### config.mk
export PLATFORM = sky130hd
export DESIGN_NAME = mem_port_arbiter
export DESIGN_NICKNAME = d
export VERILOG_FILES = /design/src/rtl/mem_port_arbiter.sv
export SDC_FILE = /design/constraint.sdc
export NUM_CORES = 1
export LEC_CHECK = 0
export CAP_MARGIN = 20
export CORE_MARGIN = 1.5
export CORE_UTILIZATION = 42
export DETAILED_ROUTE_END_ITERATION = 8
export GPL_TIMING_DRIVEN = 0
export PLACE_DENSITY_LB_ADDON = 0.25
export SLEW_MARGIN = 15
export SYNTH_ARGS = -nofsm -noshare
export SYNTH_HDL_FRONTEND = slang
export SYNTH_SLANG_ARGS = --single-unit
### constraint.sdc
create_clock -name i_clock -period 1.84 [get_ports i_clock]
set_clock_uncertainty 0.15 [all_clocks]
set_input_delay 0.368 -clock i_clock [delete_from_list [all_inputs] [get_ports i_clock]]
set_output_delay 0.368 -clock i_clock [all_outputs]
set_load 0.02 [all_outputs]
### src/rtl/mem_port_arbiter.sv
// rtl/mem_port_arbiter.sv - fetch/data arbiter for a shared single-ported memory bus
module mem_port_arbiter #(
    parameter int STARVE_LIMIT = 4
) (
    input  logic        i_clock,
    input  logic        i_reset_n,
    input  logic        i_if_req,
    input  logic [31:0] i_if_addr,
    output logic [31:0] o_if_rdata,
    output logic        o_if_done,
    output logic        o_if_stall,
    input  logic        i_dm_req,
    input  logic        i_dm_we,
    input  logic [31:0] i_dm_addr,
    input  logic [31:0] i_dm_wdata,
    input  logic [1:0]  i_dm_size,
    output logic [31:0] o_dm_rdata,
    output logic        o_dm_done,
    output logic        o_dm_stall,
    output logic        o_mem_valid,
    output logic        o_mem_we,
    output logic [31:0] o_mem_addr,
    output logic [31:0] o_mem_wdata,
    output logic [1:0]  o_mem_size,
    input  logic        i_mem_ready,
    input  logic [31:0] i_mem_rdata,
    output logic [1:0]  o_grant_dbg
);

    typedef enum logic [1:0] {
        S_IDLE = 2'd0,
        S_BUSY = 2'd1,
        S_RESP = 2'd2
    } state_t;

    localparam logic       OWNER_FETCH = 1'b0;
    localparam logic       OWNER_DATA  = 1'b1;
    localparam logic [3:0] LIMIT       = 4'(STARVE_LIMIT);

    state_t      r_state;
    state_t      w_state_next;
    logic        w_grant_fetch;
    logic        w_grant_data;

    logic        r_owner;
    logic [3:0]  r_starve_cnt;
    logic        r_mem_valid;
    logic        r_mem_we;
    logic [31:0] r_mem_addr;
    logic [31:0] r_mem_wdata;
    logic [1:0]  r_mem_size;
    logic [31:0] r_if_rdata;
    logic [31:0] r_dm_rdata;
    logic        r_if_done;
    logic        r_dm_done;
    logic [1:0]  r_grant_dbg;

    // State register
    always_ff @(posedge i_clock or negedge i_reset_n) begin
        if (!i_reset_n) begin
            r_state <= S_IDLE;
        end else begin
            r_state <= w_state_next;
        end
    end

    // Next-state and arbitration: data wins unless fetch has lost LIMIT times in a row
    always_comb begin
        w_state_next  = r_state;
        w_grant_fetch = 1'b0;
        w_grant_data  = 1'b0;
        case (r_state)
            S_IDLE: begin
                if (i_if_req || i_dm_req) begin
                    w_state_next = S_BUSY;
                    if (i_if_req && (!i_dm_req || r_starve_cnt == LIMIT)) begin
                        w_grant_fetch = 1'b1;
                    end else begin
                        w_grant_data = 1'b1;
                    end
                end
            end
            S_BUSY: begin
                if (i_mem_ready) begin
                    w_state_next = S_RESP;
                end
            end
            S_RESP: begin
                w_state_next = S_IDLE;
            end
            default: begin
                w_state_next = S_IDLE;
            end
        endcase
    end

    // Bus field latch, starvation counter, read-data capture and done pulses
    always_ff @(posedge i_clock or negedge i_reset_n) begin
        if (!i_reset_n) begin
            r_owner      <= OWNER_FETCH;
            r_starve_cnt <= 4'd0;
            r_mem_valid  <= 1'b0;
            r_mem_we     <= 1'b0;
            r_mem_addr   <= 32'd0;
            r_mem_wdata  <= 32'd0;
            r_mem_size   <= 2'b10;
            r_if_rdata   <= 32'd0;
            r_dm_rdata   <= 32'd0;
            r_if_done    <= 1'b0;
            r_dm_done    <= 1'b0;
            r_grant_dbg  <= 2'b00;
        end else begin
            r_if_done <= 1'b0;
            r_dm_done <= 1'b0;
            if (w_grant_fetch) begin
                r_owner      <= OWNER_FETCH;
                r_mem_valid  <= 1'b1;
                r_mem_we     <= 1'b0;
                r_mem_addr   <= i_if_addr;
                r_mem_wdata  <= 32'd0;
                r_mem_size   <= 2'b10;
                r_grant_dbg  <= 2'b01;
                r_starve_cnt <= 4'd0;
            end
            if (w_grant_data) begin
                r_owner     <= OWNER_DATA;
                r_mem_valid <= 1'b1;
                r_mem_we    <= i_dm_we;
                r_mem_addr  <= i_dm_addr;
                r_mem_wdata <= i_dm_wdata;
                r_mem_size  <= i_dm_size;
                r_grant_dbg <= 2'b10;
                if (i_if_req && r_starve_cnt < LIMIT) begin
                    r_starve_cnt <= r_starve_cnt + 4'd1;
                end
            end
            if (r_state == S_BUSY && i_mem_ready) begin
                r_mem_valid <= 1'b0;
                if (r_owner == OWNER_DATA) begin
                    r_dm_rdata <= i_mem_rdata;
                    r_dm_done  <= 1'b1;
                end else begin
                    r_if_rdata <= i_mem_rdata;
                    r_if_done  <= 1'b1;
                end
            end
            if (r_state == S_RESP) begin
                r_grant_dbg <= 2'b00;
            end
        end
    end

    assign o_if_stall  = i_if_req & ~r_if_done;
    assign o_dm_stall  = i_dm_req & ~r_dm_done;
    assign o_if_rdata  = r_if_rdata;
    assign o_if_done   = r_if_done;
    assign o_dm_rdata  = r_dm_rdata;
    assign o_dm_done   = r_dm_done;
    assign o_mem_valid = r_mem_valid;
    assign o_mem_we    = r_mem_we;
    assign o_mem_addr  = r_mem_addr;
    assign o_mem_wdata = r_mem_wdata;
    assign o_mem_size  = r_mem_size;
    assign o_grant_dbg = r_grant_dbg;

endmodule

==> results by group <==
Setup path
  • Critical Path AT: 1950 ps
  • Worst EP required: 2000 ps
  • Kind of critical path: reg2reg
  • Crit path launch type: register
  • Worst setup EP type: register
  • Crit path max fanout: 10
  • Reg2Reg Setup Slack: 50 ps

Global route
  • First-pass GRT wire length: 29000 µm
  • Largest net degree at the start of global routing: 77
  • GRT overflow: 0
  • All-Layer GR Usage: 24.8%
  • Initial antenna violation count: 0
  • Vias in the first global route: 5549

Clocking
  • CTS tree: yes
  • Later-pin clock latency in the skew report: 410 ps
  • Clk slew on worst S/H paths: 60 ps
  • Clock root buffer: clkbuf_16
  • Clock sinks: 143
  • Inserted Clock Buffers: 17
  • H-tree lvl count: 4
  • Clk buf depth: 2

Logic synthesis
  • Distinct cells, synth: 38
  • Synth Instances: 497
  • Most frequent cells after synthesis: 142 x dfrtp_1, 68 x nand3_1, 50 x mux2_2
  • Predominant post-synthesis flop cell: dfrtp_1
  • Synth area leader: dfrtp_1
  • Most common cell in the synthesized netlist: dfrtp_1
  • Seq/Total Area, Yosys: 58.4%
  • Number of synthesized register bits: 143
  • Synth Area per Inst: 12.3 µm²
  • Post-Syn Area: 0.00612 mm²
  • Syn_nets: 635
  • Synth async-reset ratio: 100%
  • Yosys Warn Count: 0
  • Share of the synthesized area in the top cell type: 58.0%
  • Synth top area cells: dfrtp_1 58%, mux2_2 9.2%, nand3_1 5.6%, o2bb2ai_1 4.9%, o211ai_1 3.9%
  • Number of flops mapped to enable cells by yosys: 0

Placement
  • Placed instance area: 0.00911 mm²
  • IO Port Bufs: 273
  • Final GP Congestion: 0.827
  • Dpl hpwl: 13800 µm

Floorplanning
  • FP Rows: 43
  • IO Count: 274
  • Die height: 124 µm
  • Die footprint: 0.0153 mm²
  • Core Area: 0.0140 mm²
  • Initial Utilization: 43.6%
  • Die span in x: 124 µm

Cells and area
  • Final Core Density: 68.6%
  • Multi-input logic area: 0.00228 mm²
  • Storage cell area: 0.00358 mm²
  • Area grow syn2layout: 57.2%
  • Fillers: 1045
  • Share of layout cells above drive strength 1: 16.6%
  • Antenna diodes: 0
  • Design Area, Final: 0.00963 mm²
  • Layout net count: 932

Routing
  • Routed wire length: 19000 µm
  • ANT nets after route: 0
  • DR vias: 5485
  • DRT Pass-1 Iters: 6
  • Residual DRC: 0
  • DR vias/cell: 5.57
  • Drt wl/cell: 19.2 µm
  • DR iter-0 viols: 367

STA
  • RSZ-0062 raised after global routing: false
  • Final slew viol count: 0
  • Final TNS setup: 0 ps
  • Worst rel slew slack: 60.0%
  • Hold Slack: 332 ps
  • Worst-Margin Slew: 592 ps
  • Final setup vio count: 0
  • F_max: 0.560 GHz
  • Final Hold Fails: 0
  • Tcrit/Tclk final: 97.1%
  • Min cycle time layout: 1790 ps

Hold path
  • Worst hold path type: reg2reg

Flow run
  • Max-cap violations: 0

Run status
  • Status: finished clean

Pwr
  • Power Density: 1710 mW/mm²
  • Leak: 0.00428 µW
  • Peak VDD IR: 0.948 mV
kinds of logic after synthesis:
kind of cell               count (synthesis)  share of synthesized area [%]
and+or+nand+nor                          121                           11.5
buffers and inverters                     54                           4.88
adders and majority gates                  2                          0.409
AOI/OAI and AO/OA                        113                           13.0
DFF                                      143                           58.4
muxes                                     64                           11.8
power by group:
part / switching (µW) / internal (µW) / total [µW]
Combinational: 4370 / 3200 / 7560
Clock: 1290 / 2150 / 3440
Sequential: 790 / 4640 / 5430
per-layer routing:
layer | track usage (%) | share of wire (%)
met1 | 29.4 | 38
met2 | 40.7 | 49
met3 | 8.38 | 10
met4 | 11.6 | 3.1
met5 | 0 | 0
critical path: stages (launching register included):
cell and delay, ps:
dfrtp_1 400, inv_2 90, ha_4 150, nand4b_4 150, and2_1 180, buf_2 160, buf_6 150, o211ai_1 240
per-stage QoR:
step	instances	power, µW	setup WS (ps)
floorplan	497	9800	160
global placement	950	13700	-5330
detailed placement	951	14000	-1010
CTS	983	16400	5.71
global route	985	17400	0.597
finish	985	16400	53.8
final cells by class:
| class | instances | share of cell area [%] |
|---|---|---|
| plain buffers | 49 | 3.33 |
| clock buffers | 20 | 4.64 |
| clock inverters | 10 | 1.46 |
| inverters | 5 | 0.195 |
| multi-input cells | 301 | 23.7 |
| flip-flops and latches | 143 | 37.2 |
| well taps | 180 | 2.34 |
| repair buffers | 277 | 27.2 |
what timing repair did:
| item | in CTS | in global routing |
|---|---|---|
| buffers inserted | 1 | 1 |
| gates resized for setup | 154 | 18 |
| cloned | 0 | 1 |
| endpoints found under the hold margin | 75 | 0 |
| hold buffers | 1 | 0 |
| pin swaps | 1 | 1 |
| setup endpoints to repair | 151 | 62 |
path summary, 6_finish.rpt:
path                            cells after the start                   startpoint                           to
worst max-delay path                                7    r_starve_cnt[0]$_DFF_PN0_   o_mem_addr[22]$_DFFE_PN0P_
worst min register to register                      1  o_mem_wdata[30]$_DFFE_PN0P_  o_mem_wdata[30]$_DFFE_PN0P_
worst min-delay path                                1  o_mem_wdata[30]$_DFFE_PN0P_  o_mem_wdata[30]$_DFFE_PN0P_
max in group asynchronous                           3                    i_reset_n    o_mem_size[1]$_DFFE_PN1P_
min in group asynchronous                           2                    i_reset_n  o_mem_wdata[10]$_DFFE_PN0P_
worst max register to register                      7    r_starve_cnt[0]$_DFF_PN0_   o_mem_addr[22]$_DFFE_PN0P_
sequential cells by signal (all words and copies together) (netlist names):
| register | count |
|---|---|
| o_mem_valid | 1 |
| o_mem_wdata | 32 |
| o_mem_size | 2 |
| o_mem_addr | 32 |
| o_mem_we | 1 |
| r_state | 2 |
| r_starve_cnt | 4 |
| o_dm_rdata | 32 |
| o_if_rdata | 32 |
| o_grant_dbg | 2 |
| o_if_done | 1 |
| o_dm_done | 1 |
| r_owner | 1 |
cell usage in the layout (no fill, tap or decap), drive strengths merged, types with 3 or more instances in the layout:
master	synthesis	layout
o21ai	36	36
buf	32	34
clkinv	0	4
clkinvlp	0	3
o211ai	32	32
dlygate4sd2	0	137
clkdlybuf4s50	0	132
a21oi	3	3
mux2	64	64
o2bb2ai	34	34
dfrtp	142	142
nor2b	3	3
clkbuf	17	40
nand4	32	32
bufinv	0	3
nor2	6	6
inv	5	5
nand3	68	68
nand2	3	3
(Power assumes the default switching activity.)
